===== config.mk =====
export PLATFORM = sky130hd
export DESIGN_NAME = board_ctrl
export DESIGN_NICKNAME = d
export VERILOG_FILES = /design/src/rtl/board_ctrl.sv
export SDC_FILE = /design/constraint.sdc
export NUM_CORES = 1
export LEC_CHECK = 0
export CORE_UTILIZATION = 45
export DETAILED_ROUTE_END_ITERATION = 8
export PLACE_DENSITY_LB_ADDON = 0.25
export SYNTH_ARGS = -nofsm -noshare
export SYNTH_HDL_FRONTEND = slang
export SYNTH_SLANG_ARGS = --single-unit

===== constraint.sdc =====
create_clock -name pclk -period 3.5 [get_ports pclk]
set_clock_uncertainty 0.2 [all_clocks]
set_input_delay 0.525 -clock pclk [delete_from_list [all_inputs] [get_ports pclk]]
set_output_delay 0.525 -clock pclk [all_outputs]
set_load 0.02 [all_outputs]

===== src/rtl/board_ctrl.sv =====
// board_ctrl: game-state controller for a 3x3 tic-tac-toe board.
//
// Validates square clicks against the internal board, alternates players,
// detects wins and draws, and drives the nine per-square draw stages. The
// displayed copy of the board is reloaded only on the rising edge of
// vertical blank, so the overlay never changes mid-frame.
//
// Optional feature macro: WIN_HIGHLIGHT_EN
//   defined   -> the winning line is latched and its squares show WIN_COLOR
//   undefined -> every occupied square shows its owner's colour
//
// Ports:
//   pclk          pixel clock
//   rst           synchronous active-high reset
//   start_en      game screen active
//   choice_en     player-choice menu active (board frozen)
//   first_player  player that starts a new game (0=X, 1=O)
//   new_game      one-cycle pulse: clear the board and restart
//   click         one-cycle pulse: a square was selected
//   click_idx     selected square 1..9, row-major from top-left
//   vblnk_in      vertical blank from the timing chain
//   square_en     bit i set = square i+1 is drawn (displayed copy)
//   square_color  colour of square i+1 at [12*i+11:12*i] (displayed copy)
//   turn          player to move (0=X, 1=O)
//   game_over     win or draw reached
//   winner        00 none, 01 X, 10 O, 11 draw
//   invalid_move  one-cycle pulse on a rejected click
module board_ctrl #(
  parameter logic [11:0] X_COLOR   = 12'hF00,
  parameter logic [11:0] O_COLOR   = 12'h00F,
  parameter logic [11:0] WIN_COLOR = 12'h0F0
) (
  input  logic         pclk,
  input  logic         rst,
  input  logic         start_en,
  input  logic         choice_en,
  input  logic         first_player,
  input  logic         new_game,
  input  logic         click,
  input  logic [3:0]   click_idx,
  input  logic         vblnk_in,
  output logic [8:0]   square_en,
  output logic [107:0] square_color,
  output logic         turn,
  output logic         game_over,
  output logic [1:0]   winner,
  output logic         invalid_move
);

  typedef enum logic [1:0] {IDLE, WAIT_CLICK, CHECK, OVER} state_t;

  state_t       state;
  logic [8:0]   occ;       // square occupied
  logic [8:0]   owner;     // 0=X, 1=O (meaningful only where occ is set)
  logic [3:0]   move_cnt;
  logic         vblnk_d;
`ifdef WIN_HIGHLIGHT_EN
  logic [2:0]   win_line;
`endif

  // Bit mask of the three squares forming line li.
  function automatic logic [8:0] line_mask(input logic [2:0] li);
    case (li)
      3'd0:    line_mask = 9'h007;  // row 1-2-3
      3'd1:    line_mask = 9'h038;  // row 4-5-6
      3'd2:    line_mask = 9'h1C0;  // row 7-8-9
      3'd3:    line_mask = 9'h049;  // col 1-4-7
      3'd4:    line_mask = 9'h092;  // col 2-5-8
      3'd5:    line_mask = 9'h124;  // col 3-6-9
      3'd6:    line_mask = 9'h111;  // diag 1-5-9
      default: line_mask = 9'h054;  // diag 3-5-7
    endcase
  endfunction

  logic       active;
  logic       idx_ok;
  logic [3:0] idx_m1;
  logic [8:0] sel;
  logic       square_free;
  logic       commit;

  assign active      = start_en && !choice_en;
  assign idx_ok      = (click_idx >= 4'd1) && (click_idx <= 4'd9);
  assign idx_m1      = click_idx - 4'd1;
  assign sel         = idx_ok ? (9'd1 << idx_m1) : 9'd0;
  assign square_free = idx_ok && ((occ & sel) == 9'd0);
  assign commit      = vblnk_in && !vblnk_d;

  // Line evaluation for the player who just moved (turn has not toggled yet).
  // Scanning from the highest index down leaves the lowest completed line.
  logic       win_found;
  logic [8:0] mover_bits;
  logic [8:0] cur_mask;
`ifdef WIN_HIGHLIGHT_EN
  logic [2:0] win_idx;
`endif

  always_comb begin
    win_found  = 1'b0;
    cur_mask   = 9'd0;
    mover_bits = occ & (turn ? owner : ~owner);
`ifdef WIN_HIGHLIGHT_EN
    win_idx    = 3'd0;
`endif
    for (int li = 7; li >= 0; li--) begin
      cur_mask = line_mask(3'(li));
      if ((mover_bits & cur_mask) == cur_mask) begin
        win_found = 1'b1;
`ifdef WIN_HIGHLIGHT_EN
        win_idx   = 3'(li);
`endif
      end
    end
  end

  // Squares that should be drawn in the highlight colour.
  logic [8:0] hl_mask;
`ifdef WIN_HIGHLIGHT_EN
  assign hl_mask = (winner == 2'b01 || winner == 2'b10) ? line_mask(win_line) : 9'd0;
`else
  assign hl_mask = 9'd0;
`endif

  logic [107:0] color_next;

  generate
    for (genvar gi = 0; gi < 9; gi++) begin : g_color
      assign color_next[12*gi +: 12] = !occ[gi]     ? 12'h000   :
                                       hl_mask[gi]  ? WIN_COLOR :
                                       owner[gi]    ? O_COLOR   : X_COLOR;
    end
  endgenerate

  always_ff @(posedge pclk) begin
    if (rst) begin
      state        <= IDLE;
      occ          <= 9'd0;
      owner        <= 9'd0;
      move_cnt     <= 4'd0;
      vblnk_d      <= 1'b0;
      square_en    <= 9'd0;
      square_color <= 108'd0;
      turn         <= 1'b0;
      game_over    <= 1'b0;
      winner       <= 2'b00;
      invalid_move <= 1'b0;
`ifdef WIN_HIGHLIGHT_EN
      win_line     <= 3'd0;
`endif
    end else begin
      vblnk_d      <= vblnk_in;
      invalid_move <= 1'b0;

      // The display samples the board before any write in this same cycle.
      if (commit) begin
        square_en    <= occ;
        square_color <= color_next;
      end

      if (!start_en) begin
        state     <= IDLE;
        occ       <= 9'd0;
        owner     <= 9'd0;
        move_cnt  <= 4'd0;
        game_over <= 1'b0;
        winner    <= 2'b00;
      end else if (new_game && state != IDLE) begin
        state     <= WAIT_CLICK;
        occ       <= 9'd0;
        owner     <= 9'd0;
        move_cnt  <= 4'd0;
        game_over <= 1'b0;
        winner    <= 2'b00;
        turn      <= first_player;
      end else begin
        case (state)
          IDLE: begin
            if (active) begin
              state     <= WAIT_CLICK;
              occ       <= 9'd0;
              owner     <= 9'd0;
              move_cnt  <= 4'd0;
              game_over <= 1'b0;
              winner    <= 2'b00;
              turn      <= first_player;
            end
          end
          WAIT_CLICK: begin
            if (active && click) begin
              if (square_free) begin
                occ      <= occ | sel;
                owner    <= turn ? (owner | sel) : (owner & ~sel);
                move_cnt <= move_cnt + 4'd1;
                state    <= CHECK;
              end else begin
                invalid_move <= 1'b1;
              end
            end
          end
          CHECK: begin
            if (win_found) begin
              winner    <= turn ? 2'b10 : 2'b01;
              game_over <= 1'b1;
              state     <= OVER;
`ifdef WIN_HIGHLIGHT_EN
              win_line  <= win_idx;
`endif
            end else if (move_cnt == 4'd9) begin
              winner    <= 2'b11;
              game_over <= 1'b1;
              state     <= OVER;
            end else begin
              turn  <= ~turn;
              state <= WAIT_CLICK;
            end
          end
          default: begin
            // OVER: held until new_game or start_en drops
            state <= OVER;
          end
        endcase
      end
    end
  end

endmodule


==> results of run 1 <==
-- per-layer routing --
metal  routed length (um)  share of wire [%]  vias to the layer above
met5                    0                  0                        -
met3                  462                6.0                       15
met4                  169                2.2                        0
met2                 3713                 48                      114
met1                 3412                 44                     1332
li1                     -                  -                     1446
-- cell usage after synthesis (all sizes together), types with 2 or more instances --
library cell,count,area share (%)
a211oi,4,0.85
a21oi,39,5.5
a221o,2,0.57
a22o,3,0.75
a31oi,2,0.36
and2,3,0.53
and3,5,0.89
buf,102,22
clkbuf,17,1.9
dfxtp,57,32
ha,4,1.4
inv,7,0.75
mux2i,4,1.1
nand2,56,6.0
nand2b,3,0.53
nand3,19,2.7
nand3b,10,2.1
nand4,3,0.53
nand4b,3,0.75
nor2,16,1.7
nor2b,6,1.1
nor3,11,2.0
o211ai,13,2.8
o21a,10,2.1
o21ai,11,1.6
or3,6,1.1
or4,3,0.64
xnor2,3,0.96
-- cell families (layout without fill, tap and decap cells) --
kind of cell / Yosys count / count (layout)
fa+ha+maj: 4 / 4
simple gates: 149 / 149
flops: 57 / 57
compound gates: 94 / 94
mux: 4 / 4
buf+inv: 126 / 129
other cells: 1 / 36
xor+xnor: 4 / 4
-- cell usage in the layout, fill, tap and decap left out, drive strengths merged, types with 5 or more instances in the layout --
| master | netlist | layout |
|---|---|---|
| a21oi | 39 | 39 |
| o211ai | 13 | 13 |
| nor2 | 16 | 16 |
| o21ai | 11 | 11 |
| clkbuf | 17 | 10 |
| nand3 | 19 | 19 |
| nand2 | 56 | 56 |
| o21a | 10 | 10 |
| or3 | 6 | 6 |
| buf | 102 | 9 |
| nor2b | 6 | 6 |
| dfxtp | 57 | 57 |
| clkdlybuf4s50 | 0 | 97 |
| nor3 | 11 | 11 |
| inv | 7 | 8 |
| nand3b | 10 | 10 |
| conb | 1 | 36 |
| and3 | 5 | 5 |
-- flip-flops by register name, indices dropped and copies added, names as in the netlist --
signal / count
game_over: 1
invalid_move: 1
move_cnt: 4
occ: 9
owner: 9
square_color: 18
square_en: 9
state: 2
turn: 1
vblnk_d: 1
winner: 2
-- worst max-delay path: cells and delay by family --
kind | cells | cell delay [ns]
compound gates | 4 | 0.91
buf+inv | 2 | 0.67
simple gates | 3 | 0.60
fa+ha+maj | 1 | 0.46
-- power by group --
part	internal, uW	switching, uW	total, uW
logic	42.9	104	147
clock network	422	276	698
registers	651	4.84	656
total	1120	385	1500
-- worst max-delay path by stage --
stage,startpoint,to,slack (ns),depth (start not counted)
floorplan,click_idx[1],occ[7]$_SDFFE_PP0P_,0.42,11
global placement,click_idx[2],occ[6]$_SDFFE_PP0P_,0.15,10
detailed placement,click_idx[1],move_cnt[3]$_SDFFE_PP0P_,0.04,10
CTS,click_idx[1],move_cnt[3]$_SDFFE_PP0P_,0.43,10
global route,click_idx[2],move_cnt[2]$_SDFFE_PP0P_,0.28,10
finish,click_idx[1],move_cnt[3]$_SDFFE_PP0P_,0.41,10
-- per-stage QoR --
| step | hold WS [ns] | cells | worst slack (ns) | total power (uW) |
|---|---|---|---|---|
| 6_report | 0.2538 | 576 | 0.4146 | 1501 |
| 3_5_place_dp | 0.2464 | 560 | 0.04044 | 815.4 |
| 3_3_place_gp | 0.2416 | 560 | 0.1531 | 814.3 |
| 2_1_floorplan | 0.2588 | 474 | 0.4246 | 811.1 |
| 5_1_grt | 0.2780 | 576 | 0.2825 | 1559 |
| 4_1_cts | 0.2561 | 576 | 0.4268 | 1517 |
-- layout make-up --
class | count | area (um^2)
clock buffer | 10 | 137.6
clock inverter | 6 | 90.09
fill | 693 | 3181
inverter | 7 | 26.28
multi-input combinational | 291 | 1658
sequential | 57 | 1141
tap | 99 | 123.9
timing repair buffer | 106 | 1051
==> results.ini, run 1 <==
[grt]
met3_usage_pct=4.882
use_met1_pct=22.95
met2_usage_pct=34.22
gr-total-overflow=0
grt_pass1_vias=2697
antenna_found_initial=0
top_usage_layer=met2
grt.total_usage_pct=19.97
grt_pass1_wl_um=13010
grt_max_degree=31

[clocking]
ctsRootBufferMaster=clkbuf_8
cts_inserted_buffers=9
clock_sinks=57
cts_tree=built
clk_latency_ns=0.34
post_cts_resize_count=0
cts_hold_buf=0
clk_pin_slew_ns=0.07
ctsHtreeMaxLevel=3
post-cts-setup-buffers=0
cts_buffer_depth=2

[synth]
synth_flop_cell=dfxtp_1
synthAdderAreaFrac_pct=1.422
ys_async_sr_fraction_pct=0
synth_area_um2=3518
synth_top_family_by_area=buffers and inverters
synthMuxAreaShare_pct=1.138
postSynthCellCount=439
synth-xor-area-share_pct=1.209
synth-edff-count=0
yosysUniqueCellTypes=53
synth-simple-area-share_pct=21.80
yosysWarnings=0
synth-seq-area-share_pct=32.43
synth_compound_area_share_pct=17.71
syn_area_per_cell_um2=8.015
ys_ff_latch=57

[layout]
postLayoutCellArea_um2=4228
drive_above_1_share_pct=6.918
area_growth_syn_to_layout_pct=20.16
antenna_cells=0
postLayoutCoreUtil_pct=57.07
final_nets=488

[timing]
period_minus_slack_ns=3.085
hold_violations=0
timing.fmax_mhz=324.1
finalSetupViolations=0
relSlewSlack_pct=33.83
slew_viol_final=0
worstMarginPinSlew_ns=0.9926
rsz0062_at_grt=no
fin_crit_sh_pct=88.16
setup_total_negative_slack_ns=0

[pwr]
ir_drop_uv=224.3
leakage_uw=0.001497
p_per_area_nw_per_um2=354.9

[critical_path]
max_stage_delay_ns=0.48
r2r-start=turn$_SDFFE_PP0P_
cp-start-kind=primary input
cp_cell_sequence=clkdlybuf4s50_1 -> nor2_1 -> ha_1 -> or3b_2 -> o221ai_1 -> a2111oi_4 -> o21bai_2 -> buf_12 -> or3_1 -> a21oi_1
reg2reg_to=winner[0]$_SDFFE_PP0P_
crit_path_end_kind=flip-flop
cp.arrival_ns=3.16
reg2reg_depth=6
rrSetupSlack_ns=0.94
cp_max_fo=20
path_class=in2reg
cp.required_ns=3.57
cp_slowest_cell=clkdlybuf4s50_1

[route]
viasPerCell=5.047
remaining_drc_errors=0
drt.antenna.violating_nets=0
drt-pass1-iter-count=4
drt_iter0_drc=139
routedWlPerCell_um=13.47
wl_um=7757
vias=2907

[floorplan]
die_x_um=90.42
coreArea_um2=7408
io_pins=134
core.rowCount=31
fp.dieH_um=90.42
start_util_pct=47.49
die_area_um2=8176

[placed_design]
placed_area_um2=4000
place.gp.congestion=0.8785
post-dp-hpwl_um=5671
numPortBuffers=97

[worst_hold_path]
hold_path_depth=2
timing.hold.worst.start=square_en[4]$_SDFFE_PP0P_
hp-class=reg2reg
holdPathEnd=square_en[4]$_SDFFE_PP0P_

[run]
maxCapViolCount=0

[run_status]
outcome=finished clean

No activity file was read; power rests on OpenSTA's default activity.
==> run 2, diff against run 1 <==
==> constraint.sdc (replaced) <==
create_clock -name pclk -period 3.5 [get_ports pclk]
set_clock_uncertainty 0.2 [all_clocks]
set_input_delay 0.35 -clock pclk [delete_from_list [all_inputs] [get_ports pclk]]
set_output_delay 0.35 -clock pclk [all_outputs]
set_load 0.02 [all_outputs]
==> run 2 against run 1 <==
Via count grew 1.6%. Final cell count shrank 0.17%. Register-to-register slack is essentially flat. Largest power group is now registers.
==> results.ini, run 2 (synthesis results as in run 1) <==
[critical_path]
path_class=in2reg
cp-start-kind=primary input
cp_max_fo=20
rrSetupSlack_ns=0.95
crit_path_end_kind=flip-flop
cp.required_ns=3.56
cp.arrival_ns=3.04

[timing]
worstMarginPinSlew_ns=0.9136
timing.fmax_mhz=335.4
rsz0062_at_grt=no
slew_viol_final=0
setup_total_negative_slack_ns=0
period_minus_slack_ns=2.982
fin_crit_sh_pct=85.20
relSlewSlack_pct=39.09
finalSetupViolations=0
hold_violations=0

[route]
viasPerCell=5.137
vias=2954
drt.antenna.violating_nets=0
remaining_drc_errors=0
drt_iter0_drc=203
routedWlPerCell_um=13.27
wl_um=7629
drt-pass1-iter-count=5

[clocking]
cts_hold_buf=0
clock_sinks=57
post_cts_resize_count=0
post-cts-setup-buffers=0
ctsRootBufferMaster=clkbuf_8
clk_latency_ns=0.34
cts_buffer_depth=2
cts_inserted_buffers=9
cts_tree=built
ctsHtreeMaxLevel=3
clk_pin_slew_ns=0.07

[grt]
grt.total_usage_pct=19.34
gr-total-overflow=0
antenna_found_initial=0
grt_pass1_wl_um=12790
grt_pass1_vias=2557
grt_max_degree=31

[pwr]
p_per_area_nw_per_um2=335.8
ir_drop_uv=207.0
leakage_uw=0.001476

[placed_design]
post-dp-hpwl_um=5568
place.gp.congestion=0.9002
numPortBuffers=97
placed_cells=559

[layout]
drive_above_1_share_pct=6.513
largest_reg_flops=18
final_cell_count_no_fill=575
max_flop_register=square_color
mostFrequentLayoutCells=clkdlybuf4s50_1 (97), dfxtp_1 (57), nand2_1 (56), a21oi_1 (39), conb_1 (36)
area_growth_syn_to_layout_pct=19.06
final_common_cell=clkdlybuf4s50_1
final_nets=487
postLayoutCoreUtil_pct=56.54
antenna_cells=0

[floorplan]
fp.dieH_um=90.42
core.rowCount=31
start_util_pct=47.49
die_area_um2=8176
coreArea_um2=7408
io_pins=134
die_x_um=90.42

[run]
maxCapViolCount=0

[run_status]
outcome=finished clean

[worst_hold_path]
hp-class=reg2reg

-- run 2: cell count changes in the layout (fill, tap and decap cells not counted) --
cell        before  now
buf_4            8    7
bufinv_16        2    1
clkbuf_1         0    1
clkinv_2         1    2
clkinv_4         1    0
clkinvlp_4       1    2
inv_6            1    0
-- run 2: through the flow --
step	hold WS, ns	worst slack, ns	power [uW]	area, um^2
2_1_floorplan	0.2293	0.5996	811.1	3650
3_3_place_gp	0.2414	0.2923	813.5	3993
3_5_place_dp	0.2454	0.2088	814.4	3993
4_1_cts	0.2546	0.5753	1421	4189
5_1_grt	0.2761	0.4196	1469	4189
6_report	0.2533	0.5181	1407	4189
-- run 2: worst max-delay path, stage by stage --
cell,delay [ns]
clkdlybuf4s50_1,0.48
inv_1,0.06
ha_1,0.46
or3b_2,0.22
o221ai_1,0.20
a2111oi_4,0.43
o21bai_2,0.15
buf_12,0.19
or3_1,0.34
a21oi_1,0.16
-- run 2: metal layers --
metal / vias to the layer above / part of all wire, % / track usage [%]
met1: 1368 / 44 / 24.22
met4: 0 / 1.1 / 6.586
met5: - / 0 / 0
met2: 133 / 49 / 31.68
met3: 9 / 6.2 / 5.640
li1: 1444 / - / -
-- run 2: cell type report --
| cell class | count | area [um^2] |
|---|---|---|
| Fill cell | 703 | 3219 |
| Inverter | 7 | 26.28 |
| Timing Repair Buffer | 105 | 1044 |
| Multi-Input combinational cell | 291 | 1658 |
| Clock inverter | 5 | 55.05 |
| Sequential cell | 57 | 1141 |
| Clock buffer | 11 | 141.4 |
| Tap cell | 99 | 123.9 |
-- run 2: path summary, 6_finish.rpt --
check                           depth (start not counted)                      start                         to
worst max-delay path                                   10               click_idx[2]   move_cnt[3]$_SDFFE_PP0P_
worst min register to register                          2  square_en[1]$_SDFFE_PP0P_  square_en[1]$_SDFFE_PP0P_
worst max register to register                          6          turn$_SDFFE_PP0P_      state[1]$_SDFFE_PP0P_
worst min-delay path                                    2  square_en[1]$_SDFFE_PP0P_  square_en[1]$_SDFFE_PP0P_
-- run 2: power breakdown --
part	internal (uW)	switching, uW	leakage (uW)
registers	651	4.80	0.000459
logic	42.2	103	0.000921
clock network	345	260	0.0000953
